--- config.mk ---
export PLATFORM = sky130hd
export DESIGN_NAME = pid_seq
export DESIGN_NICKNAME = d
export VERILOG_FILES = /design/src/rtl/pid_pkg.sv /design/src/rtl/shift_add_mul.sv /design/src/rtl/pid_seq.sv
export SDC_FILE = /design/constraint.sdc
export NUM_CORES = 1
export LEC_CHECK = 0
export ABC_AREA = 1
export CAP_MARGIN = 20
export CORE_MARGIN = 10
export CORE_UTILIZATION = 45
export DETAILED_ROUTE_END_ITERATION = 7
export PLACE_DENSITY = 0.64
export SLEW_MARGIN = 20
export SYNTH_ARGS = -nofsm -noshare
export SYNTH_HDL_FRONTEND = slang
export SYNTH_SLANG_ARGS = --single-unit
export TNS_END_PERCENT = 100
--- constraint.sdc ---
create_clock -name clk -period 2.6 [get_ports clk]
set_input_delay 0.26 -clock clk [delete_from_list [all_inputs] [get_ports clk]]
set_output_delay 0.26 -clock clk [all_outputs]
set_load 0.02 [all_outputs]
--- src/rtl/pid_pkg.sv ---
// rtl/pid_pkg.sv - shared FSM states, datapath widths and saturation helper for pid_seq
// Contents:
//   state_t     sequencer states IDLE, ERR, MUL_P, MUL_I, MUL_D, SUM
//   EW, DW      error and error-difference widths (signed)
//   MUL_CYCLES  iterations of the shared shift-add multiplier
//   saturate()  clamps an integer into [lo, hi]
package pid_pkg;

   typedef enum logic [2:0] {
      IDLE,
      ERR,
      MUL_P,
      MUL_I,
      MUL_D,
      SUM
   } state_t;

   localparam int EW         = 5;
   localparam int DW         = 6;
   localparam int MUL_CYCLES = 4;

   function automatic int saturate(input int v, input int lo, input int hi);
      if (v < lo) begin
         return lo;
      end else if (v > hi) begin
         return hi;
      end
      return v;
   endfunction

endpackage

--- src/rtl/shift_add_mul.sv ---
// rtl/shift_add_mul.sv - 4-cycle shift-add multiplier, signed multiplicand by 4-bit unsigned gain
// Ports:
//   clk, reset   clock, asynchronous active-low reset
//   clear        synchronous abort: drops busy/done
//   start        loads mcand/gain and performs iteration 0 on the same edge
//   mcand        signed multiplicand, W bits
//   gain         unsigned 4-bit multiplier
//   product      signed W+4 bit result, held until the next start
//   busy         iterations 1..3 in progress
//   done         one-cycle pulse, product final (4 cycles after the start cycle)
module shift_add_mul
   import pid_pkg::*;
#(
   parameter int W = 8
) (
   input  logic                clk,
   input  logic                reset,
   input  logic                clear,
   input  logic                start,
   input  logic signed [W-1:0] mcand,
   input  logic [3:0]          gain,
   output logic signed [W+3:0] product,
   output logic                busy,
   output logic                done
);

   logic signed [W+3:0] mcand_x;
   logic signed [W+3:0] mcand_q;
   logic signed [W+3:0] acc_q;
   logic [3:0]          gain_q;
   logic [1:0]          cnt_q;
   logic                busy_q;
   logic                done_q;

   assign mcand_x = {{4{mcand[W-1]}}, mcand};

   always_ff @(posedge clk or negedge reset) begin
      if (!reset) begin
         mcand_q <= '0;
         acc_q   <= '0;
         gain_q  <= '0;
         cnt_q   <= '0;
         busy_q  <= 1'b0;
         done_q  <= 1'b0;
      end else if (clear) begin
         busy_q  <= 1'b0;
         done_q  <= 1'b0;
      end else if (start) begin
         mcand_q <= mcand_x;
         gain_q  <= gain;
         acc_q   <= gain[0] ? mcand_x : '0;
         cnt_q   <= 2'd1;
         busy_q  <= 1'b1;
         done_q  <= 1'b0;
      end else if (busy_q) begin
         if (gain_q[cnt_q]) begin
            acc_q <= acc_q + (mcand_q <<< cnt_q);
         end
         cnt_q <= cnt_q + 2'd1;
         if (cnt_q == 2'(MUL_CYCLES - 1)) begin
            busy_q <= 1'b0;
            done_q <= 1'b1;
         end
      end else begin
         done_q <= 1'b0;
      end
   end

   assign product = acc_q;
   assign busy    = busy_q;
   assign done    = done_q;

endmodule

--- src/rtl/pid_seq.sv ---
// rtl/pid_seq.sv - sequential PID core sharing one shift-add multiplier across P, I and D
// Ports:
//   clk, reset          clock, asynchronous active-low reset
//   enable              low = synchronous hold (IDLE, acc/e_prev/stimulus cleared)
//   pv_stb              new-sample strobe, accepted only in IDLE
//   sp, pv, kp, ki, kd  setpoint, process value and gains, latched with pv_stb
//   stimulus            saturated 4-bit output, registered
//   done                one-cycle pulse with each new stimulus (15th edge after accept)
//   busy                sequence in progress
// Build option: PID_ANTIWINDUP_EN freezes the integrator while the last output
// was clamped in the direction of the current error.
module pid_seq
   import pid_pkg::*;
#(
   parameter int IW    = 8,
   parameter int SHIFT = 2
) (
   input  logic       clk,
   input  logic       reset,
   input  logic       enable,
   input  logic       pv_stb,
   input  logic [3:0] sp,
   input  logic [3:0] pv,
   input  logic [3:0] kp,
   input  logic [3:0] ki,
   input  logic [3:0] kd,
   output logic [3:0] stimulus,
   output logic       done,
   output logic       busy
);

   localparam int PW      = IW + 4;
   localparam int SW      = IW + 6;
   localparam int ACC_MAX = 2 ** (IW - 1) - 1;
   localparam int ACC_MIN = -(2 ** (IW - 1));
   localparam logic signed [SW-1:0] Y_MAX = 15;

   state_t               state_q, state_d;
   logic [3:0]           sp_q, pv_q, kp_q, ki_q, kd_q;
   logic signed [EW-1:0] e_w, e_prev_q;
   logic signed [DW-1:0] d_w, d_q;
   logic signed [IW-1:0] acc_w, acc_q;
   logic signed [PW-1:0] p_q, i_q, product;
   logic signed [SW-1:0] s_w, y_w;
   logic [3:0]           stim_w, stim_q;
   logic                 done_q;
   logic                 acc_hold;
   logic                 mul_start, mul_busy, mul_done;
   logic signed [IW-1:0] mcand;
   logic [3:0]           gain;

   assign e_w   = $signed({1'b0, sp_q}) - $signed({1'b0, pv_q});
   assign d_w   = {e_w[EW-1], e_w} - {e_prev_q[EW-1], e_prev_q};
   assign acc_w = IW'(saturate(int'(acc_q) + int'(e_w), ACC_MIN, ACC_MAX));

`ifdef PID_ANTIWINDUP_EN
   logic sat_hi_q, sat_lo_q;
   assign acc_hold = (sat_hi_q && !e_w[EW-1] && (e_w != '0)) || (sat_lo_q && e_w[EW-1]);
`else
   assign acc_hold = 1'b0;
`endif

   // D product is read straight from the multiplier; it stays put through SUM.
   assign s_w = {{2{p_q[PW-1]}}, p_q} + {{2{i_q[PW-1]}}, i_q} + {{2{product[PW-1]}}, product};
   assign y_w = s_w >>> SHIFT;

   always_comb begin
      stim_w = y_w[3:0];
      if (y_w[SW-1]) begin
         stim_w = 4'd0;
      end else if (y_w > Y_MAX) begin
         stim_w = 4'd15;
      end
   end

   always_ff @(posedge clk or negedge reset) begin
      if (!reset) begin
         state_q <= IDLE;
      end else begin
         state_q <= state_d;
      end
   end

   // The next multiply is launched in the cycle the previous one reports done,
   // so its operands are selected from the state being left.
   always_comb begin
      state_d   = state_q;
      mul_start = 1'b0;
      mcand     = '0;
      gain      = '0;
      case (state_q)
         IDLE: begin
            if (pv_stb) state_d = ERR;
         end
         ERR: begin
            state_d = MUL_P;
         end
         MUL_P: begin
            if (mul_done) begin
               state_d   = MUL_I;
               mul_start = 1'b1;
               mcand     = acc_q;
               gain      = ki_q;
            end else if (!mul_busy) begin
               mul_start = 1'b1;
               mcand     = {{(IW - EW){e_prev_q[EW-1]}}, e_prev_q};
               gain      = kp_q;
            end
         end
         MUL_I: begin
            if (mul_done) begin
               state_d   = MUL_D;
               mul_start = 1'b1;
               mcand     = {{(IW - DW){d_q[DW-1]}}, d_q};
               gain      = kd_q;
            end
         end
         MUL_D: begin
            if (mul_done) state_d = SUM;
         end
         SUM: begin
            state_d = IDLE;
         end
         default: begin
            state_d = IDLE;
         end
      endcase
      if (!enable) begin
         state_d   = IDLE;
         mul_start = 1'b0;
      end
   end

   always_ff @(posedge clk or negedge reset) begin
      if (!reset) begin
         sp_q     <= '0;
         pv_q     <= '0;
         kp_q     <= '0;
         ki_q     <= '0;
         kd_q     <= '0;
         e_prev_q <= '0;
         d_q      <= '0;
         acc_q    <= '0;
         p_q      <= '0;
         i_q      <= '0;
         stim_q   <= '0;
         done_q   <= 1'b0;
      end else if (!enable) begin
         e_prev_q <= '0;
         acc_q    <= '0;
         stim_q   <= '0;
         done_q   <= 1'b0;
      end else begin
         done_q <= 1'b0;
         case (state_q)
            IDLE: begin
               if (pv_stb) begin
                  sp_q <= sp;
                  pv_q <= pv;
                  kp_q <= kp;
                  ki_q <= ki;
                  kd_q <= kd;
               end
            end
            ERR: begin
               e_prev_q <= e_w;
               d_q      <= d_w;
               if (!acc_hold) acc_q <= acc_w;
            end
            MUL_P: begin
               if (mul_done) p_q <= product;
            end
            MUL_I: begin
               if (mul_done) i_q <= product;
            end
            SUM: begin
               stim_q <= stim_w;
               done_q <= 1'b1;
            end
            default: begin
            end
         endcase
      end
   end

`ifdef PID_ANTIWINDUP_EN
   always_ff @(posedge clk or negedge reset) begin
      if (!reset) begin
         sat_hi_q <= 1'b0;
         sat_lo_q <= 1'b0;
      end else if (!enable) begin
         sat_hi_q <= 1'b0;
         sat_lo_q <= 1'b0;
      end else if (state_q == SUM) begin
         sat_hi_q <= !y_w[SW-1] && (y_w > Y_MAX);
         sat_lo_q <= y_w[SW-1];
      end
   end
`endif

   shift_add_mul #(
      .W (IW)
   ) u_mul (
      .clk     (clk),
      .reset   (reset),
      .clear   (!enable),
      .start   (mul_start),
      .mcand   (mcand),
      .gain    (gain),
      .product (product),
      .busy    (mul_busy),
      .done    (mul_done)
   );

   assign stimulus = stim_q;
   assign done     = done_q;
   assign busy     = (state_q != IDLE);

endmodule

-- Word level (Yosys, flattened, before mapping)
Index checks and enable logic that the tools add are counted.
- register bits: 99
- latch bits: 0
- bits in writable memories: 0
- bits in read-only memories: 0
- input port bits: 24
- logic and storage cells: 106
- memories: 0
- $add $sub $neg: 7
- $mul: 0
- divide/modulo/power cells: 0
- $lt $le $gt $ge: 4
- equal/unequal tests: 13
- shift-type cells: 1
- muxes and demuxes: 50
- bitwise operators: 0
- reduce and logical (&&, ||, !) cells: 12
- operators with widths (cell ; number):
    $mux W8 ; 7
    $mux W12 ; 4
    $mux W4 ; 7
    $mux W1 ; 17
    $pmux W8 S2 ; 1
    $mux W3 ; 5
    $pmux W3 S5 ; 1
    $add A13 B12 Y14 ; 1
    $add A12 B12 Y13 ; 1
    $add A12 B12 Y12 ; 1
    $gt A12 B5 Y1 const B ; 1
    $reduce_and A3 Y1 ; 4
    $sshl A8 B2 Y12 ; 1
    $mux W5 ; 2
    $add A8 B5 Y9 ; 1
    $gt A9 B8 Y1 const B ; 1
    $lt A9 B8 Y1 const B ; 1
    $ne A3 B2 Y1 const B ; 3
    $pmux W4 S2 ; 1
    $mux W7 ; 1
    $eq A3 B2 Y1 const B ; 2
    $eq A3 B3 Y1 const B ; 2
    $reduce_and A2 Y1 ; 3
    $sub A5 B5 Y6 ; 1
    15 further kinds ; 18

-- Depth between registers and ports, before layout
Gate-level depths: netlist (run 1).
- depth after elaboration: 8
- depth in mapped cells: 19
- gate-level depth less buffers: 19

-- Hierarchy
A second synthesis (run 1) with hierarchy kept.
- cells, all modules: 842
- area, all modules: 6706.4 sq um
- modules (own cells, without submodules) (module ; times used ; cells an instance ; area each (sq um) ; seq. area each (sq um)):
    pid_seq ; 1 ; 570 ; 4704.5 ; 1776.7
    shift_add_mul ; 1 ; 272 ; 2001.9 ; 700.7

-- Worst setup path before layout (run 1)
Ideal clock, no wire load.
- kind: register -> register
- from: register sp_q[0]
- to: register acc_q[0]
- arrival: 2.765 ns
- data required time: 2.477 ns
- setup slack: -0.288 ns
- stages on the path, launching flop included: 18
- buffers on the path: 0
- cell sequence: dfrtp_1 > inv_1 > ha_1 > inv_1 > fa_1 > a21o_1 > a21oi_1 > ha_1 > a21oi_1 > nor2_1 > a211oi_1 > nand2_1 > nand2_1 > nand2_1 > nand2_1 > inv_1 > o21ai_0 > nand2_1
- word-level cells in the longest chain between the ends: 8
- elaborated cells between the ends (all ways): 11
- ends and longest elaborated chain (what ; RTL line ; RTL):
    start, declared ; pid_seq.sv:39 ; logic [3:0] sp_q, pv_q, kp_q, ki_q, kd_q;
    start signal, assigned ; pid_seq.sv:158 ; sp_q <= sp;
    $sub A4 B4 Y5 * ; pid_seq.sv:52 ; assign e_w = $signed({1'b0, sp_q}) - $signed({1'b0, pv_q});
    $add A8 B5 Y9 * ; pid_seq.sv:54 ; assign acc_w = IW'(saturate(int'(acc_q) + int'(e_w), ACC_MIN, ACC_MAX));
    $gt A9 B8 Y1 ; pid_pkg.sv:25 ; end else if (v > hi) begin
    $mux W7 or $mux W1 (tied branches) ; pid_pkg.sv:25 ;
    $mux W8 or $mux W1 (tied branches) ; pid_pkg.sv:23 ; if (v < lo) begin
    $mux W8 * ; pid_pkg.sv:28 ; return v;
    $mux W8 * ; pid_seq.sv:155 ; case (state_q)
    $mux W8 * ; pid_seq.sv:148 ; end else if (!enable) begin
    end signal, assigned ; pid_seq.sv:168 ; if (!acc_hold) acc_q <= acc_w;
    end, declared ; pid_seq.sv:42 ; logic signed [IW-1:0] acc_w, acc_q;
Every way passes the cells marked *; elsewhere a longest branch is shown, timed or not. The select of a mux whose other input is x is not followed.
A chain may end at the register's enable or synchronous reset.

-- Worst setup path in the final report (run 1)
- from: register sp_q[0]
- to: register acc_q[1]
The elaborated chain is that of the path after synthesis.

==> PnR_summary.wiki, run 1 <==
{| class="wikitable"
! Metric !! Value
|-
| Slack of the worst reg-to-reg path || -340 ps
|-
| Detail Placement HPWL || 12330 um
|-
| Largest net degree at the start of global routing || 54
|-
| Net count after synthesis || 896
|-
| Clock-pin slew of the registers on the worst-case setup and hold paths || 80 ps
|-
| Arrival time at the worst endpoint || 3240 ps
|-
| Cells after Synth || 815
|-
| Drt first-iter violations || 246
|-
| Number of nets at the end of the flow || 998
|-
| Cell area after technology mapping || 6457 um^2
|-
| Final hold vios || 0
|-
| Initial core utilization || 0.4616
|-
| Clock Sinks || 99
|-
| Switching Fraction || 0.4450
|-
| Num ports || 30
|-
| Post-synthesis async set-or-reset flop share || 1.000
|-
| Flip-flop and latch count after synthesis || 99
|-
| Sequential share of power || 0.216
|-
| Initial DRT Pass Iterations || 5
|-
| Classification of the worst-slack hold path || in2reg
|-
| Count of input and output buffers || 29
|-
| Depth of the most critical reg-to-reg path || 17
|-
| H-tree depth || 3
|-
| Final core utilization || 0.5796
|-
| Area growth from synthesis to final layout || 25.56%
|-
| Global-route wire length before repair || 26990 um
|-
| Row count || 43
|-
| Worst Setup Start Kind || flip-flop
|-
| Final count of pins violating max slew || 0
|-
| X dimension of the die || 139.8 um
|-
| Req. time, crit path || 2890 ps
|-
| Final critical-path share of the clock period || 1.131
|-
| Reg2Reg Launch Point || sp_q[0]$_DFFE_PN0P_
|-
| Comb power frac || 0.666
|-
| RSZ-0062 raised after global routing || true
|-
| Overall fraction of global-route tracks in use || 0.1635
|-
| Number of design rule violations left after detail routing || 0
|-
| Antenna diode count || 0
|-
| Layout cells sized above 1 || 0.2082
|-
| Relative slew slack || 0.4828
|-
| Sw power || 4873 uW
|-
| Cell chosen for the clock root || clkbuf_16
|-
| Maximum count of clock buffers along a single path || 2
|-
| Top_reg_cell synth || dfrtp_1
|-
| Maximum vdd ir drop || 1384 uV
|-
| Final setup violation count || 12
|-
| Initial antenna violation count || 0
|-
| Yosys warnings || 0
|-
| Final critical delay including setup and external delays || 2941 ps
|-
| Cell Pwr Density || 1351 nW/um^2
|-
| Final RePlAce weighted congestion || 0.8288
|-
| Hold path startpoint || pv[2]
|-
| Depth of the worst hold-timing path || 3
|-
| Number of global-route vias before repair || 5820
|-
| Synth area leaders || dfrtp_1 (38%), nand2_1 (12%), ha_1 (7.9%)
|-
| Area enclosed by the die boundary || 19540 um^2
|-
| Mean instance size in the synthesized netlist || 7.923 um^2
|-
| Critical R2R Capture || acc_q[1]$_DFFE_PN0P_
|-
| Crit end category || flip-flop
|-
| Max Clock Freq || 340.0 MHz
|-
| Violations in the final reports || setup timing
|-
| Floorplan Core Area || 13990 um^2
|-
| Number of enable-type register cells in the synthesized netlist || 0
|-
| P_int || 6078 uW
|-
| Clock insertion delay at the later pin of the skew report || 360 ps
|-
| Count of antenna-violating nets left after detailed routing || 0
|-
| Wire length per cell after detailed routing || 14.79 um
|-
| Min-Delay Endpoint || pv_q[2]$_DFFE_PN0P_
|-
| Wire length reported by the detailed router || 16300 um
|-
| Fin Clk Skew || 12.44 ps
|-
| Global route total overflow || 0
|-
| Cell type with the highest aggregate area in the netlist || dfrtp_1
|-
| CTS Buf Count || 9
|-
| Smallest hold slack || 469.3 ps
|-
| Setup tns final || -2706 ps
|-
| Fraction of post-synthesis cell area in the top cell type by area || 0.3836
|-
| Clock share of power || 0.118
|-
| Run status || complete, but fails checks
|-
| Portion of the post-synthesis area used by sequential elements || 0.3836
|-
| Worst-path maximum fanout || 7
|-
| Via/cell ratio || 5.211
|-
| Pin slew with the least headroom to its limit || 774.0 ps
|-
| Worst setup margin || -341.2 ps
|-
| Die Ht || 139.8 um
|-
| Max-cap viol count || 0
|-
| Leak pwr || 0.004028 uW
|-
| Yosys cell types || 42
|-
| Via count || 5743
|-
| Category of the critical setup timing path || reg2reg
|-
| TritonCTS clock tree || done
|}
==> power by group through the flow <==
stage	logic, uW	registers (uW)	clock network [uW]
2_1_floorplan	4160	2280	0
3_3_place_gp	5770	2350	0
3_5_place_dp	6020	2370	0
4_1_cts	6420	2350	1310
5_1_grt	8030	2420	1380
6_report	7290	2370	1290
==> stage by stage <==
stage	area (um^2)	power, uW	cells	setup slack (ps)
2_1_floorplan	6499	6438	815	-2.987
4_1_cts	7915	10080	1097	-215.5
3_5_place_dp	7370	8391	1060	-219.7
3_3_place_gp	7370	8120	1060	-141.5
5_1_grt	8108	11830	1102	-489.0
6_report	8108	10950	1102	-341.2
==> state kept, by name (all words and copies together) (netlist names), 2 cells and up <==
| signal | cells |
|---|---|
| u_mul.cnt_q | 2 |
| p_q | 12 |
| kp_q | 4 |
| stimulus | 4 |
| e_prev_q | 5 |
| u_mul.mcand_q | 8 |
| pv_q | 4 |
| i_q | 12 |
| acc_q | 8 |
| sp_q | 4 |
| state_q | 3 |
| kd_q | 4 |
| u_mul.product | 12 |
| u_mul.gain_q | 4 |
| ki_q | 4 |
| d_q | 6 |
==> synthesized netlist by cell type, types with 2 or more instances <==
cell and count:
nand2_1 201, dfrtp_1 99, inv_1 96, o21ai_0 85
nor2_1 59, nand3_1 49, a21oi_1 44, ha_1 41
fa_1 16, mux2_2 14, clkbuf_1 12, xnor2_1 10
a31oi_1 7, nand4_1 7, nor3_1 7, or2_2 7
inv_2 6, a21oi_2 5, buf_2 5, o22ai_1 5
o211ai_1 4, xor2_1 4, mux2i_1 3, nor2_4 3
o21bai_1 3, a211oi_1 2, a21boi_0 2, a21o_1 2
nand2_2 2, nand3_2 2, o31ai_1 2
==> repair_timing <==
item                                    CTS  global route
endpoints found under the setup margin   11            21
hold buffers                              1             0
pin swaps                                 1            27
gates resized for setup                  24            47
endpoints found under the hold margin    52             0
buffers inserted                         20             8
==> critical path, cell delays in order (launching register included) <==
cell	delay, ps
dfrtp_1	380
inv_2	80
ha_4	130
inv_2	50
fa_2	360
a21o_1	210
a21oi_4	300
buf_6	150
ha_4	210
nand2_4	60
nor2_2	40
a211oi_2	210
nand3_1	120
nand2_2	140
nor2_4	60
nor2_4	180
o21ai_1	100
nand2_1	70
==> cell type report <==
type	instances	area, um^2
well taps	180	225.2
multi-input cells	595	3772
repair buffers	109	957.2
clock inverters	6	48.80
flip-flops and latches	99	2479
inverters	103	386.6
clock buffers	10	239.0
fillers	1232	5881
==> worst max path at each step <==
stage	startpoint	end	slack, ps	cells after the start
CTS	sp_q[0]$_DFFE_PN0P_	acc_q[1]$_DFFE_PN0P_	-220	16
floorplan	sp_q[0]$_DFFE_PN0P_	acc_q[0]$_DFFE_PN0P_	-3	16
detailed placement	sp_q[0]$_DFFE_PN0P_	acc_q[1]$_DFFE_PN0P_	-220	16
global route	sp_q[0]$_DFFE_PN0P_	acc_q[1]$_DFFE_PN0P_	-490	18
global placement	sp_q[0]$_DFFE_PN0P_	acc_q[1]$_DFFE_PN0P_	-140	17
finish	sp_q[0]$_DFFE_PN0P_	acc_q[1]$_DFFE_PN0P_	-340	17
==> cell families after synthesis <==
group / synth area share
AOI/OAI and AO/OA: 0.1407
xor gates and xnor gates: 0.01899
adders and majority gates: 0.1290
buffers and inverters: 0.07188
DFF: 0.3836
muxes: 0.02906
and+or+nand+nor: 0.2267
==> routing by layer <==
layer  part of all wire  GRT usage
met2               0.51     0.2861
met4              0.029    0.06685
met1               0.42     0.1870
met5                  0          0
met3              0.038    0.03811
==> layout by cell type, fill, tap and decap left out, drive strengths merged, types with 2 or more instances in the layout <==
cell type / count
fa: 16
inv: 103
o211ai: 4
a31oi: 7
ha: 41
nand4: 7
a21o: 2
clkdlybuf4s50: 28
a211oi: 2
nor3: 8
o21bai: 3
a21oi: 49
buf: 80
o31ai: 2
or2: 8
xnor2: 10
clkbuf: 10
a21boi: 2
nor2: 62
dfrtp: 99
xor2: 4
mux2i: 3
clkinv: 6
o21ai: 85
mux2: 14
nand2: 204
o22ai: 5
nand3: 51
Note: power is estimated with default switching activity, not from simulation.
==> inputs of run 2 (changes only) <==
Settings changed: CTS_CLUSTER_DIAMETER set to 40, SKIP_LAST_GASP set to 1.
==> run 2 against run 1 <==
Effect of this change:
- sequential cell count is the same
- critical endpoint is now acc_q[5]$_DFFE_PN0P_
- critical path depth is the same
- via count is essentially flat
- clock power is essentially flat
- the run still ends with setup timing left
- count of clock-buffer cells in the layout is the same
- register-to-register slack gained 80 ps
- worst hold slack gained 5.4 ps
- sequential share of layout area grew 0.52 points
- first-iteration DRC count grew 16%
- core utilization shrank 0.97 points
- final cell count shrank 0.45%
==> PnR_summary.wiki, run 2 (same netlist as run 1, synthesis figures left out) <==
{| class="wikitable"
! Metric !! Value
|-
| Run status || complete, but fails checks
|-
| Violations in the final reports || setup timing
|-
| Wire length per cell after detailed routing || 14.64 um
|-
| Die Ht || 139.8 um
|-
| Clock insertion delay at the later pin of the skew report || 360 ps
|-
| Maximum count of clock buffers along a single path || 2
|-
| Count of input and output buffers || 29
|-
| Reg2Reg Launch Point || sp_q[0]$_DFFE_PN0P_
|-
| Final critical delay including setup and external delays || 2865 ps
|-
| Final critical-path share of the clock period || 1.102
|-
| Slack of the worst reg-to-reg path || -260 ps
|-
| Fill cell count || 1232
|-
| Number of global-route vias before repair || 5814
|-
| Req. time, crit path || 2840 ps
|-
| Depth of the most critical reg-to-reg path || 17
|-
| Worst Setup Start Kind || flip-flop
|-
| Detailed-route wire length on metal 1 || 6821 um
|-
| Max Clock Freq || 349.0 MHz
|-
| Topmost layer with routed signal wires || met4
|-
| RSZ-0062 raised after global routing || true
|-
| Leak pwr || 0.003977 uW
|-
| Met2 Routed Length || 8086 um
|-
| Category of the critical setup timing path || reg2reg
|-
| Cell Pwr Density || 1294 nW/um^2
|-
| Count of antenna-violating nets left after detailed routing || 0
|-
| Clock-pin slew of the registers on the worst-case setup and hold paths || 70 ps
|-
| DR WL met3 || 645 um
|-
| Worst-path maximum fanout || 5
|-
| Overall fraction of global-route tracks in use || 0.1626
|-
| CTS Buf Count || 9
|-
| Relative slew slack || 0.4824
|-
| Drt first-iter violations || 285
|-
| Depth of the worst hold-timing path || 3
|-
| Area enclosed by the die boundary || 19540 um^2
|-
| X dimension of the die || 139.8 um
|-
| H-tree depth || 3
|-
| Maximum vdd ir drop || 1067 uV
|-
| Final hold vios || 0
|-
| Leading cell type in the layout, fill and taps excluded || nand2_1
|-
| Crit end category || flip-flop
|-
| Num ports || 30
|-
| Initial DRT Pass Iterations || 5
|-
| TritonCTS clock tree || done
|-
| Classification of the worst-slack hold path || in2reg
|-
| Initial core utilization || 0.4616
|-
| Layout cells sized above 1 || 0.1919
|-
| Wire length reported by the detailed router || 16060 um
|-
| Max-cap viol count || 0
|-
| Row count || 43
|-
| Initial antenna violation count || 0
|-
| Number of nets at the end of the flow || 993
|-
| Hold path startpoint || pv[2]
|-
| Cell chosen for the clock root || clkbuf_16
|-
| Final RePlAce weighted congestion || 0.8288
|-
| Count of placed standard cells including taps || 1060
|-
| Arrival time at the worst endpoint || 3110 ps
|-
| Number of design rule violations left after detail routing || 0
|-
| Clock Sinks || 99
|-
| Final count of pins violating max slew || 0
|-
| Fin Clk Skew || 10.95 ps
|-
| Antenna diode count || 0
|-
| Via/cell ratio || 5.239
|-
| Floorplan Core Area || 13990 um^2
|-
| Smallest hold slack || 474.6 ps
|-
| Min-Delay Endpoint || pv_q[2]$_DFFE_PN0P_
|-
| Area growth from synthesis to final layout || 23.45%
|-
| Via count || 5747
|-
| Global-route wire length before repair || 26810 um
|-
| Critical R2R Capture || acc_q[5]$_DFFE_PN0P_
|-
| Final setup violation count || 12
|-
| Detail Placement HPWL || 12330 um
|-
| Largest net degree at the start of global routing || 54
|-
| Finished Layout Cells || 1097
|-
| Pin slew with the least headroom to its limit || 774.5 ps
|-
| Pwr Total || 10310 uW
|-
| Commonest cells after routing, fill and taps aside || nand2_1 (189), dfrtp_1 (98), inv_1 (91), o21ai_0 (79), buf_4 (72)
|-
| Worst setup margin || -264.9 ps
|-
| Global route total overflow || 0
|}
[run 2: changes by cell type in the layout (fill, tap and decap cells not counted), moves of 3 or more]
| cell | before | now |
|---|---|---|
| nand3_1 | 39 | 42 |
| nand3_2 | 12 | 9 |
| buf_6 | 11 | 1 |
| buf_4 | 67 | 72 |
[run 2: worst max path at each step]
stage,start,cells past startpoint,endpoint
after floorplan,sp_q[0]$_DFFE_PN0P_,16,acc_q[0]$_DFFE_PN0P_
after global placement,sp_q[0]$_DFFE_PN0P_,17,acc_q[1]$_DFFE_PN0P_
after detailed placement,sp_q[0]$_DFFE_PN0P_,16,acc_q[1]$_DFFE_PN0P_
after CTS,sp_q[0]$_DFFE_PN0P_,16,acc_q[1]$_DFFE_PN0P_
after global routing,sp_q[0]$_DFFE_PN0P_,17,acc_q[6]$_DFFE_PN0P_
final,sp_q[0]$_DFFE_PN0P_,17,acc_q[5]$_DFFE_PN0P_
[run 2: cell type report]
type                            count  area (um^2)  share of cell area
Tap cell                          180        225.2             0.02825
Sequential cell                    99         2479              0.3109
Timing Repair Buffer              104        882.1              0.1107
Inverter                          103        386.6             0.04850
Clock buffer                       10        239.0             0.02998
Clock inverter                      6        48.80            0.006121
Multi-Input combinational cell    595         3711              0.4655
[run 2: power by group]
part | leakage [uW] | internal (uW) | total, uW | switching, uW
clock | 0.000143 | 683 | 1290 | 604
combinational | 0.00257 | 3090 | 6660 | 3570
sequential | 0.00127 | 2000 | 2360 | 368
total | 0.00398 | 5770 | 10300 | 4540
[run 2: layer usage]
layer  up-vias  GRT usage
met4         0    0.07609
met2       136     0.2838
met3        36    0.03403
li1       2864          -
met1      2711     0.1850
met5         -          0
[run 2: timing repair]
action	CTS	global route
resized for setup	14	30
pin swaps	1	7
setup endpoints to repair	11	20
hold buffers	1	0
hold endpoints to repair	52	0
buffers inserted	20	4
[run 2: worst max-delay path, cell delays in order (launching register included)]
cell,delay (ps)
dfrtp_1,370
inv_2,70
ha_4,130
inv_2,40
fa_2,350
a21o_1,200
a21oi_4,280
buf_4,160
buf_4,90
ha_1,230
inv_1,80
nor3_1,60
a22oi_2,290
inv_1,90
nand2_2,110
nand3_1,80
nand2_1,70
nand2_1,40
[run 2: through the flow]
step,area (um^2),setup TNS (ps),util,setup WS [ps]
after floorplan,6499,-5.966,-,-2.987
after global placement,7370,-819.8,0.5268,-141.5
after detailed placement,7370,-1768,0.5268,-219.7
after CTS,7878,-1535,0.5631,-215.5
after global routing,7971,-3736,0.5699,-388.0
final,7971,-2145,0.5699,-264.9
